## src/rtl/cache_mem_arbiter.sv

```systemverilog
// Arbitrates the icache and dcache onto one single-ported RAM. The dcache has priority and keeps
// its grant for a whole block; a starvation counter eventually forces an icache grant.
module cache_mem_arbiter #(
    parameter int BURST_LEN    = 2,
    parameter int STARVE_LIMIT = 4
) (
    input  logic        CLK,
    input  logic        RST,
    input  logic        iREN,
    input  logic [31:0] iaddr,
    output logic [31:0] iload,
    output logic        iwait,
    input  logic        dREN,
    input  logic        dWEN,
    input  logic [31:0] daddr,
    input  logic [31:0] dstore,
    output logic [31:0] dload,
    output logic        dwait,
    output logic        ramREN,
    output logic        ramWEN,
    output logic [31:0] ramaddr,
    output logic [31:0] ramstore,
    input  logic [31:0] ramload,
    input  logic        ram_ack,
    output logic        grant_d,
    output logic        grant_i
);
    localparam int BW = $clog2(BURST_LEN) + 1;
    localparam int SW = $clog2(STARVE_LIMIT) + 1;
    localparam logic [BW-1:0] BURST_LAST = BW'(BURST_LEN - 1);
    localparam logic [SW-1:0] STARVE_MAX = SW'(STARVE_LIMIT);

    typedef enum logic [1:0] {
        IDLE    = 2'd0,
        SERVE_D = 2'd1,
        SERVE_I = 2'd2
    } state_t;

    state_t        state_r;
    state_t        state_s;
    logic [BW-1:0] burst_cnt_r;
    logic [BW-1:0] burst_cnt_s;
    logic [SW-1:0] starve_cnt_r;
    logic [SW-1:0] starve_cnt_s;
    logic          dreq_s;
    logic          burst_end_s;

    assign dreq_s = dREN | dWEN;

    // Grant state and counters
    always_ff @(posedge CLK) begin
        if (RST) begin
            state_r      <= IDLE;
            burst_cnt_r  <= '0;
            starve_cnt_r <= '0;
        end else begin
            state_r      <= state_s;
            burst_cnt_r  <= burst_cnt_s;
            starve_cnt_r <= starve_cnt_s;
        end
    end

    // Next-state, burst tracking and starvation accounting
    always_comb begin
        state_s      = state_r;
        burst_cnt_s  = burst_cnt_r;
        starve_cnt_s = starve_cnt_r;
        burst_end_s  = 1'b0;
        case (state_r)
            IDLE: begin
                if (dreq_s && !(iREN && (starve_cnt_r == STARVE_MAX))) begin
                    state_s = SERVE_D;
                end else if (iREN) begin
                    state_s = SERVE_I;
                end else begin
                    state_s = IDLE;
                end
            end
            SERVE_D: begin
                // A withdrawn request releases the grant even without an ack
                burst_end_s = !dreq_s || (ram_ack && (burst_cnt_r == BURST_LAST));
                if (burst_end_s) begin
                    burst_cnt_s = '0;
                    if (iREN) begin
                        if (starve_cnt_r != STARVE_MAX) begin
                            starve_cnt_s = starve_cnt_r + SW'(1);
                        end else begin
                            starve_cnt_s = starve_cnt_r;
                        end
                        state_s = SERVE_I;
                    end else begin
                        starve_cnt_s = '0;
                        state_s      = IDLE;
                    end
                end else begin
                    if (ram_ack) begin
                        burst_cnt_s = burst_cnt_r + BW'(1);
                    end else begin
                        burst_cnt_s = burst_cnt_r;
                    end
                    state_s = SERVE_D;
                end
            end
            SERVE_I: begin
                if (ram_ack || !iREN) begin
                    starve_cnt_s = '0;
                end else begin
                    starve_cnt_s = starve_cnt_r;
                end
                // One icache word per grant
                if (dreq_s) begin
                    state_s = SERVE_D;
                end else begin
                    state_s = IDLE;
                end
            end
            default: begin
                state_s = IDLE;
            end
        endcase
    end

    // RAM-side muxing and cache handshakes from the registered grant
    always_comb begin
        ramREN   = 1'b0;
        ramWEN   = 1'b0;
        ramaddr  = 32'h0;
        ramstore = 32'h0;
        iwait    = 1'b1;
        dwait    = 1'b1;
        iload    = 32'h0;
        dload    = 32'h0;
        case (state_r)
            SERVE_D: begin
                ramWEN   = dWEN;
                ramREN   = dREN & ~dWEN;
                ramaddr  = daddr;
                ramstore = dstore;
                dwait    = ~ram_ack;
                if (ram_ack && dREN && !dWEN) begin
                    dload = ramload;
                end else begin
                    dload = 32'h0;
                end
            end
            SERVE_I: begin
                ramREN  = iREN;
                ramaddr = iaddr;
                iwait   = ~ram_ack;
                if (ram_ack) begin
                    iload = ramload;
                end else begin
                    iload = 32'h0;
                end
            end
            default: begin
                ramREN = 1'b0;
            end
        endcase
    end

    assign grant_d = (state_r == SERVE_D);
    assign grant_i = (state_r == SERVE_I);

endmodule

```

## config.mk

```make
export PLATFORM = sky130hd
export DESIGN_NAME = cache_mem_arbiter
export DESIGN_NICKNAME = d
export VERILOG_FILES = /design/src/rtl/cache_mem_arbiter.sv
export SDC_FILE = /design/constraint.sdc
export NUM_CORES = 1
export LEC_CHECK = 0
export CAP_MARGIN = 0
export CORE_AREA = 2 2 105 107
export CTS_CLUSTER_DIAMETER = 80
export CTS_CLUSTER_SIZE = 10
export DETAILED_ROUTE_END_ITERATION = 12
export DIE_AREA = 0 0 107 109
export PLACE_DENSITY_LB_ADDON = 0.1
export SLEW_MARGIN = 30
export SYNTH_ARGS = -nofsm -noshare
export SYNTH_HDL_FRONTEND = slang
export SYNTH_SLANG_ARGS = --single-unit
```

## constraint.sdc

```tcl
create_clock -name CLK -period 4.6 [get_ports CLK]
set_clock_uncertainty 0.1 [all_clocks]
set_input_delay 1.15 -clock CLK [delete_from_list [all_inputs] [get_ports CLK]]
set_output_delay 1.15 -clock CLK [all_outputs]
set_load 0.03 [all_outputs]
```

==> results.toml, run 1 <==
[yosys]
synth_most_common_cell = "and2_1"
synth_compound_area_frac = 0.213
synth.area.top_cells = "and2_1 25%, a22oi_1 15%, nor2b_1 12%, and3_1 11%, dfxtp_1 8.6%"
ys_types = 27
synth_fa_ha_area_frac = 0.0535
dominantRegCellSynth = "dfxtp_1"
syn_area_per_cell_um2 = 6.65
synth-edff-count = 0
syn_nets = 387
ys_seq_area_frac = 0.0856
synth_top_cell_by_area = "and2_1"
synthSimpleGateAreaFrac = 0.568
syn_inst = 246
netlist.area_leader.share = 0.248
synthXorXnorAreaFrac = 0
yosys_register_bits = 7
yosys_warnings = 0
async_flop_share = 0
synth_mux_area_frac = 0
synth_top_family_by_area = "simple AND/OR/NAND/NOR gates"
syn_area_mm2 = 0.00164
synth_common_cells = "65 x and2_1, 33 x a22oi_1, 32 x nor2b_1"

[setup_path]
worst_setup_path_end_kind = "output port"
start_kind = "input port"
arrival_ps = 2920
path_class = "in -> out"
worstPathMaxFanout = 37
critPathRequiredTime_ps = 3350

[clock_tree]
cts_buffer_depth = 2
cts_setup_buffers = 0
hold_buffers = 0
root_buffer = "clkbuf_8"
clkTransAtPathRegs_ps = 40
cts_buffers = 3
h-tree-depth = 1
cts.repair.resized = 0
clock_latency_ps = 230
cts_sinks = 7
cts_tree = "built"

[grt]
grt-ovfl-total = 0
grt_pass1_vias = 2654
grt_max_degree = 58
grt_pass1_wl_um = 14000
antenna_found_initial = 0
grtUsageTotal = 0.150

[finish]
diodes = 0
finalInstanceArea_mm2 = 0.00443
fin_nets = 640
drive_gt1_frac = 0.100
utilization = 0.418
area_growth_pct = 171

[sta]
final.setup.tns_ps = 0
setup_violations = 0
drv_slew = 0
slew_headroom = 0.595
tightest_slew_ps = 608
hold_viol_final = 0
fmax_mhz = 240
rsz0062_at_grt = "no"
fin_crit_ps = 4170
period_share = 0.906

[die]
initial_utilization = 0.154
rows = 38
ios = 268
die_w_um = 107
core_area_mm2 = 0.0106
die_area_mm2 = 0.0117
fp.dieH_um = 109

[detailed_routing]
avgRoutedWirePerCell_um = 15.1
ant_nets = 0
drtIter0Drc = 86
viasPerCell = 4.25
drc = 0
first_pass_iters = 4
via_count = 2712
routed_wl_um = 9650

[power_and_ir_drop]
p_leak_uw = 0.00176
power.density_mw_per_mm2 = 135
ir_drop_v = 0.000142

[place]
port_buffers = 267
dp_hpwl_um = 7960
dpl_cell_area_mm2 = 0.00437
place_congestion = 0.819

[hold_path]
hp-class = "reg -> reg"

[outcome]
status = "finished clean"

[run]
timing.max_cap.violations = 0
[critical path: stages]
cell	delay, ps
clkdlybuf4s50_1	460
buf_4	290
nand2_1	170
nor3b_2	200
buf_4	280
and2_1	220
buf_12	130
[through the flow]
step | cells | setup slack [ps] | power, uW | hold slack (ps)
3_3_place_gp | 634 | 447 | 514 | 376
5_1_grt | 638 | 288 | 637 | 426
4_1_cts | 638 | 398 | 606 | 393
3_5_place_dp | 634 | 397 | 517 | 379
6_report | 638 | 432 | 599 | 392
2_1_floorplan | 246 | 1020 | 276 | 350
[final timing paths]
path,slack [ps],cells past startpoint,startpoint,endpoint
min reg2reg,390,2,starve_cnt_r[2]$_SDFFE_PP0P_,starve_cnt_r[2]$_SDFFE_PP0P_
min,390,2,starve_cnt_r[2]$_SDFFE_PP0P_,starve_cnt_r[2]$_SDFFE_PP0P_
max reg2reg,2440,6,state_r[0]$_SDFF_PP0_,starve_cnt_r[1]$_SDFFE_PP0P_
max,430,7,ram_ack,dload[23]
[routing by layer]
layer  track usage  vias to the layer above  wire length [um]
met1         0.168                     1230              3510
met5             0                        -                 0
li1              -                     1347                 -
met3        0.0383                       12               701
met4        0.0269                        0               159
met2         0.289                      123              5270
[cell families after synthesis]
group / count (synthesis)
DFF: 7
AOI/OAI and AO/OA: 49
adders and majority gates: 7
buffers and inverters: 32
and+or+nand+nor: 151
[cells in the final DEF (no fill, tap or decap), drive strengths merged, types with 2 or more instances in the layout]
cell type      instances
clkdlybuf4s50        235
and2                  65
buf                   38
a22oi                 33
nor2b                 32
and3                  32
nor2                   8
inv                    7
dfxtp                  7
a21oi                  7
ha                     7
o21ai                  5
nand2                  4
or4                    3
clkbuf                 3
nor4                   2
[power by group]
| part | internal (uW) | total, uW | leakage [uW] | switching (uW) |
|---|---|---|---|---|
| clock | 58.7 | 86.4 | 0.0000255 | 27.7 |
| sequential | 64.1 | 67.4 | 0.0000570 | 3.29 |
| combinational | 232 | 445 | 0.00168 | 213 |
[state kept, by name (all words and copies together), names as in the netlist]
| register | count |
|---|---|
| burst_cnt_r | 2 |
| starve_cnt_r | 3 |
| state_r | 2 |
[area by class of cell]
cell class / instances / area (um^2)
sequential: 7 / 140
clock inverter: 1 / 5.00
timing repair buffer: 273 / 2650
clock buffer: 3 / 41.3
inverter: 7 / 26.3
multi-input combinational: 207 / 1390
tap: 140 / 175
fill: 1079 / 6170
(Power assumes the default switching activity.)
==> run 2: changes to the inputs <==
Settings changed: PLACE_DENSITY_LB_ADDON 0.1 to default.
==> results.toml, run 2 (same netlist as run 1, synthesis figures left out) <==
[clock_tree]
cts.repair.resized = 0
cts_setup_buffers = 0
cts_sinks = 7
cts_tree = "built"
hold_buffers = 0
cts_buffer_depth = 2
clkTransAtPathRegs_ps = 40
cts_buffers = 3
root_buffer = "clkbuf_8"
h-tree-depth = 1
clock_latency_ps = 230

[grt]
grt_pass1_vias = 2599
grtUsageTotal = 0.151
grt_max_degree = 70
grt_pass1_wl_um = 13800
grt-ovfl-total = 0
antenna_found_initial = 0

[power_and_ir_drop]
swShare = 0.413
power.density_mw_per_mm2 = 137
p_leak_uw = 0.00174
ir_drop_v = 0.0000886
p_sw_uw = 249
p_int_uw = 355
comb_power_share = 0.742
seq_power_share = 0.111
pwr-share-clk = 0.147

[sta]
hold_viol_final = 0
fmax_mhz = 238
final.setup.tns_ps = 0
setup_violations = 0
slew_headroom = 0.402
rsz0062_at_grt = "no"
fin_crit_ps = 4200
drv_slew = 0
tightest_slew_ps = 897
period_share = 0.912

[detailed_routing]
drtIter0Drc = 90
ant_nets = 0
routed_wl_um = 9940
viasPerCell = 4.20
first_pass_iters = 4
drc = 0
via_count = 2666
avgRoutedWirePerCell_um = 15.7

[die]
rows = 38
ios = 268
initial_utilization = 0.154
fp.dieH_um = 109
die_w_um = 107
core_area_mm2 = 0.0106
die_area_mm2 = 0.0117

[outcome]
status = "finished clean"

[place]
place_congestion = 0.767
dp_hpwl_um = 8120
dpl_cell_area_mm2 = 0.00435
port_buffers = 267

[setup_path]
cp_slowest_stage_delay_ps = 450
worstPathMaxFanout = 37
cpMostUsedCell = "buf_4"
crit_buf_inv = 4
arrival_ps = 2950
path_class = "in -> out"
start_kind = "input port"
cp_top_family = "buffers and inverters"
ff2ff_setup_slack_ps = 2000
crit_path_cell_trace = "clkdlybuf4s50_1 -> buf_4 -> nand2_1 -> nor3b_2 -> buf_4 -> and2_1 -> buf_4"
worst_setup_path_end_kind = "output port"
critPathRequiredTime_ps = 3350
slowest_stage = "clkdlybuf4s50_1"

[finish]
drive_gt1_frac = 0.0929
layout_commonest_cell = "clkdlybuf4s50_1"
fin_nets = 637
reg_top3 = "starve_cnt_r (3), burst_cnt_r (2), state_r (2)"
finalInstanceArea_mm2 = 0.00440
layout_common_cells = "235 x clkdlybuf4s50_1, 65 x and2_1, 34 x buf_4"
regMostFlops = "starve_cnt_r"
diodes = 0
area_growth_pct = 169
largest_reg_flops = 3

[hold_path]
hp-class = "reg -> reg"

[run]
timing.max_cap.violations = 0
run 2: cell count changes in the layout (fill, tap and decap cells not counted), sizes merged:
cell    delta
buf        -3
clkbuf     +1
clkinv     -1
run 2: layout make-up:
class | instances | area, um^2
sequential | 7 | 140
timing repair buffer | 270 | 2630
clock buffer | 4 | 45.0
inverter | 7 | 26.3
tap | 140 | 175
multi-input combinational | 207 | 1380
fill | 1087 | 6210
run 2: worst reg2reg max path, stage by stage (launching register included):
cell and delay, ps:
dfxtp_1 390, inv_1 90, ha_1 880, o21ai_0 420, or4_1 510, a21oi_1 160
run 2: final timing paths:
path	startpoint	cells after the start	to
worst max-delay path	ram_ack	7	dload[0]
worst min-delay path	starve_cnt_r[2]$_SDFFE_PP0P_	2	starve_cnt_r[2]$_SDFFE_PP0P_
worst max register to register	state_r[1]$_SDFF_PP0_	5	starve_cnt_r[1]$_SDFFE_PP0P_
worst min register to register	starve_cnt_r[2]$_SDFFE_PP0P_	2	starve_cnt_r[2]$_SDFFE_PP0P_
run 2: metal layers:
layer | wire (um) | vias to the layer above | global-route usage | part of all wire
li1 | - | 1346 | - | -
met1 | 3620 | 1210 | 0.163 | 0.36
met2 | 5600 | 102 | 0.297 | 0.56
met3 | 565 | 8 | 0.0317 | 0.057
met4 | 160 | 0 | 0.0362 | 0.016
met5 | 0 | - | 0 | 0
run 2: stage by stage:
step	cells	worst slack (ps)	util	hold WS, ps	total power, uW
3_5_place_dp	631	401	0.410	381	519
5_1_grt	635	245	0.415	426	640
2_1_floorplan	246	1020	-	350	276
4_1_cts	635	396	0.415	387	611
6_report	635	403	0.415	385	604
3_3_place_gp	631	506	0.409	366	514
run 2: power by group through the flow:
stage	Sequential, uW	Clock, uW	Combinational (uW)
6_report	67.0	88.8	448
4_1_cts	67.0	91.8	452
3_3_place_gp	67.5	0	447
3_5_place_dp	68.0	0	451
2_1_floorplan	67.1	0	209
5_1_grt	67.3	97.0	476
==> run 3: changes to the inputs <==
Settings changed: GPL_TIMING_DRIVEN from default to 0.
==> results.toml, run 3 (same netlist as run 1, synthesis figures left out) <==
[outcome]
status = "finished clean"

[setup_path]
r2r-end = "starve_cnt_r[2]$_SDFFE_PP0P_"
crit_path_cell_trace = "clkdlybuf4s50_1 -> nor3b_4 -> clkbuf_2 -> and2_1 -> clkdlybuf4s50_1"
cp_top_family = "buffers and inverters"
critPathRequiredTime_ps = 3350
arrival_ps = 3140
cp_slowest_stage_delay_ps = 670
r2r_start = "state_r[0]$_SDFF_PP0_"
crit_buf_inv = 3
worst_setup_path_end_kind = "output port"
start_kind = "input port"
worstPathMaxFanout = 10
cpMostUsedCell = "clkdlybuf4s50_1"
path_class = "in -> out"
ff2ff_path_depth = 5
slowest_stage = "clkdlybuf4s50_1"
ff2ff_setup_slack_ps = 2680

[hold_path]
hp-class = "reg -> reg"
holdPathStages = 2
hold_path_startpoint = "starve_cnt_r[1]$_SDFFE_PP0P_"
min_to = "starve_cnt_r[1]$_SDFFE_PP0P_"

[sta]
rsz0062_at_grt = "no"
fmax_mhz = 228
tightest_slew_ps = 518
drv_slew = 0
hold_viol_final = 0
period_share = 0.955
fin_ws_ps = 207
fin_crit_ps = 4390
setup_violations = 0
final.setup.tns_ps = 0
slew_headroom = 0.654

[grt]
grt-ovfl-total = 0
antenna_found_initial = 0
grtUsageTotal = 0.157
grt_max_degree = 11
grt_pass1_vias = 2728
grt_pass1_wl_um = 14500

[finish]
drive_gt1_frac = 0.0310
regMostFlops = "starve_cnt_r"
finalInstanceArea_mm2 = 0.00453
diodes = 0
layout_common_cells = "266 x clkdlybuf4s50_1, 65 x and2_1, 33 x a22oi_1"
reg_top3 = "starve_cnt_r (3), burst_cnt_r (2), state_r (2)"
largest_reg_flops = 3
area_growth_pct = 177
finalNonFillerCells = 656
fin_nets = 658
layout_commonest_cell = "clkdlybuf4s50_1"

[place]
dp.cells = 652
place_congestion = 0.772
dp_hpwl_um = 9000
dpl_cell_area_mm2 = 0.00447
port_buffers = 266
place_ws_ps = -14.6

[die]
initial_utilization = 0.154
ios = 268
core_area_mm2 = 0.0106
fp.dieH_um = 109
die_area_mm2 = 0.0117
die_w_um = 107
rows = 38

[clock_tree]
cts_sinks = 7
h-tree-depth = 1
clkTransAtPathRegs_ps = 40
cts_buffers = 3
cts_buffer_depth = 2
cts_tree = "built"
cts_setup_buffers = 0
clock_latency_ps = 230
root_buffer = "clkbuf_8"
hold_buffers = 0

[detailed_routing]
avgRoutedWirePerCell_um = 15.9
first_pass_iters = 4
via_count = 2795
viasPerCell = 4.26
drc = 0
ant_nets = 0
routed_wl_um = 10400
drtIter0Drc = 101

[power_and_ir_drop]
comb_power_share = 0.746
pwr-share-clk = 0.144
power.density_mw_per_mm2 = 134
p_int_uw = 355
p_sw_uw = 253
p_total_uw = 608
swShare = 0.417
seq_power_share = 0.110
p_leak_uw = 0.00172
ir_drop_v = 0.000164

[run]
timing.max_cap.violations = 0
run 3: changes by cell type in the layout (fill, tap and decap cells not counted), moves of 2 or more:
| cell | previous run | this run |
|---|---|---|
| buf_4 | 34 | 0 |
| ha_1 | 5 | 7 |
| clkdlybuf4s50_1 | 235 | 266 |
| buf_2 | 0 | 2 |
| clkbuf_1 | 1 | 19 |
| clkbuf_2 | 0 | 3 |
run 3: layout make-up:
type                    count  area [um^2]
repair buffers            266         2660
clock inverters             1         5.00
plain buffers              25          108
inverters                   7         26.3
multi-input cells         207         1370
flip-flops and latches      7          140
well taps                 140          175
fillers                  1066         6070
clock buffers               3         41.3
run 3: worst max-delay path by stage:
| stage | start | to | slack (ps) | depth (start not counted) |
|---|---|---|---|---|
| 2_1_floorplan | ram_ack | dload[10] | 1020 | 5 |
| 3_3_place_gp | dREN | dload[24] | -20 | 5 |
| 3_5_place_dp | dREN | dload[8] | -10 | 5 |
| 4_1_cts | dREN | dload[24] | 50 | 5 |
| 5_1_grt | dREN | dload[8] | 60 | 5 |
| 6_report | dREN | dload[24] | 210 | 5 |
run 3: worst min-delay path, stage by stage, from the launching register on:
cell and delay (ps):
dfxtp_1 320, o21ai_0 80, a21oi_1 60
run 3: stage by stage:
| step | utilization | hold slack [ps] |
|---|---|---|
| finish | 0.427 | 407 |
| global route | 0.427 | 437 |
| CTS | 0.427 | 399 |
| detailed placement | 0.422 | 390 |
| global placement | 0.422 | 370 |
| floorplan | - | 350 |
run 3: routing by layer:
layer	vias to the layer above	GRT usage	wire, um
met4	0	0.0195	125
li1	1386	-	-
met5	-	0	0
met1	1283	0.178	3910
met3	16	0.0365	637
met2	110	0.307	5760
run 3: power by group through the flow:
stage / Clock (uW) / Combinational [uW] / Sequential (uW)
floorplan: 0 / 209 / 67.1
global placement: 0 / 452 / 67.5
detailed placement: 0 / 455 / 67.8
CTS: 89.0 / 459 / 66.7
global route: 94.2 / 483 / 67.2
finish: 87.6 / 454 / 66.8
run 3: what timing repair did:
item / CTS / global route
endpoints found under the setup margin: 10 / 28
cloned: 0 / 0
gates resized for setup: 1 / 6
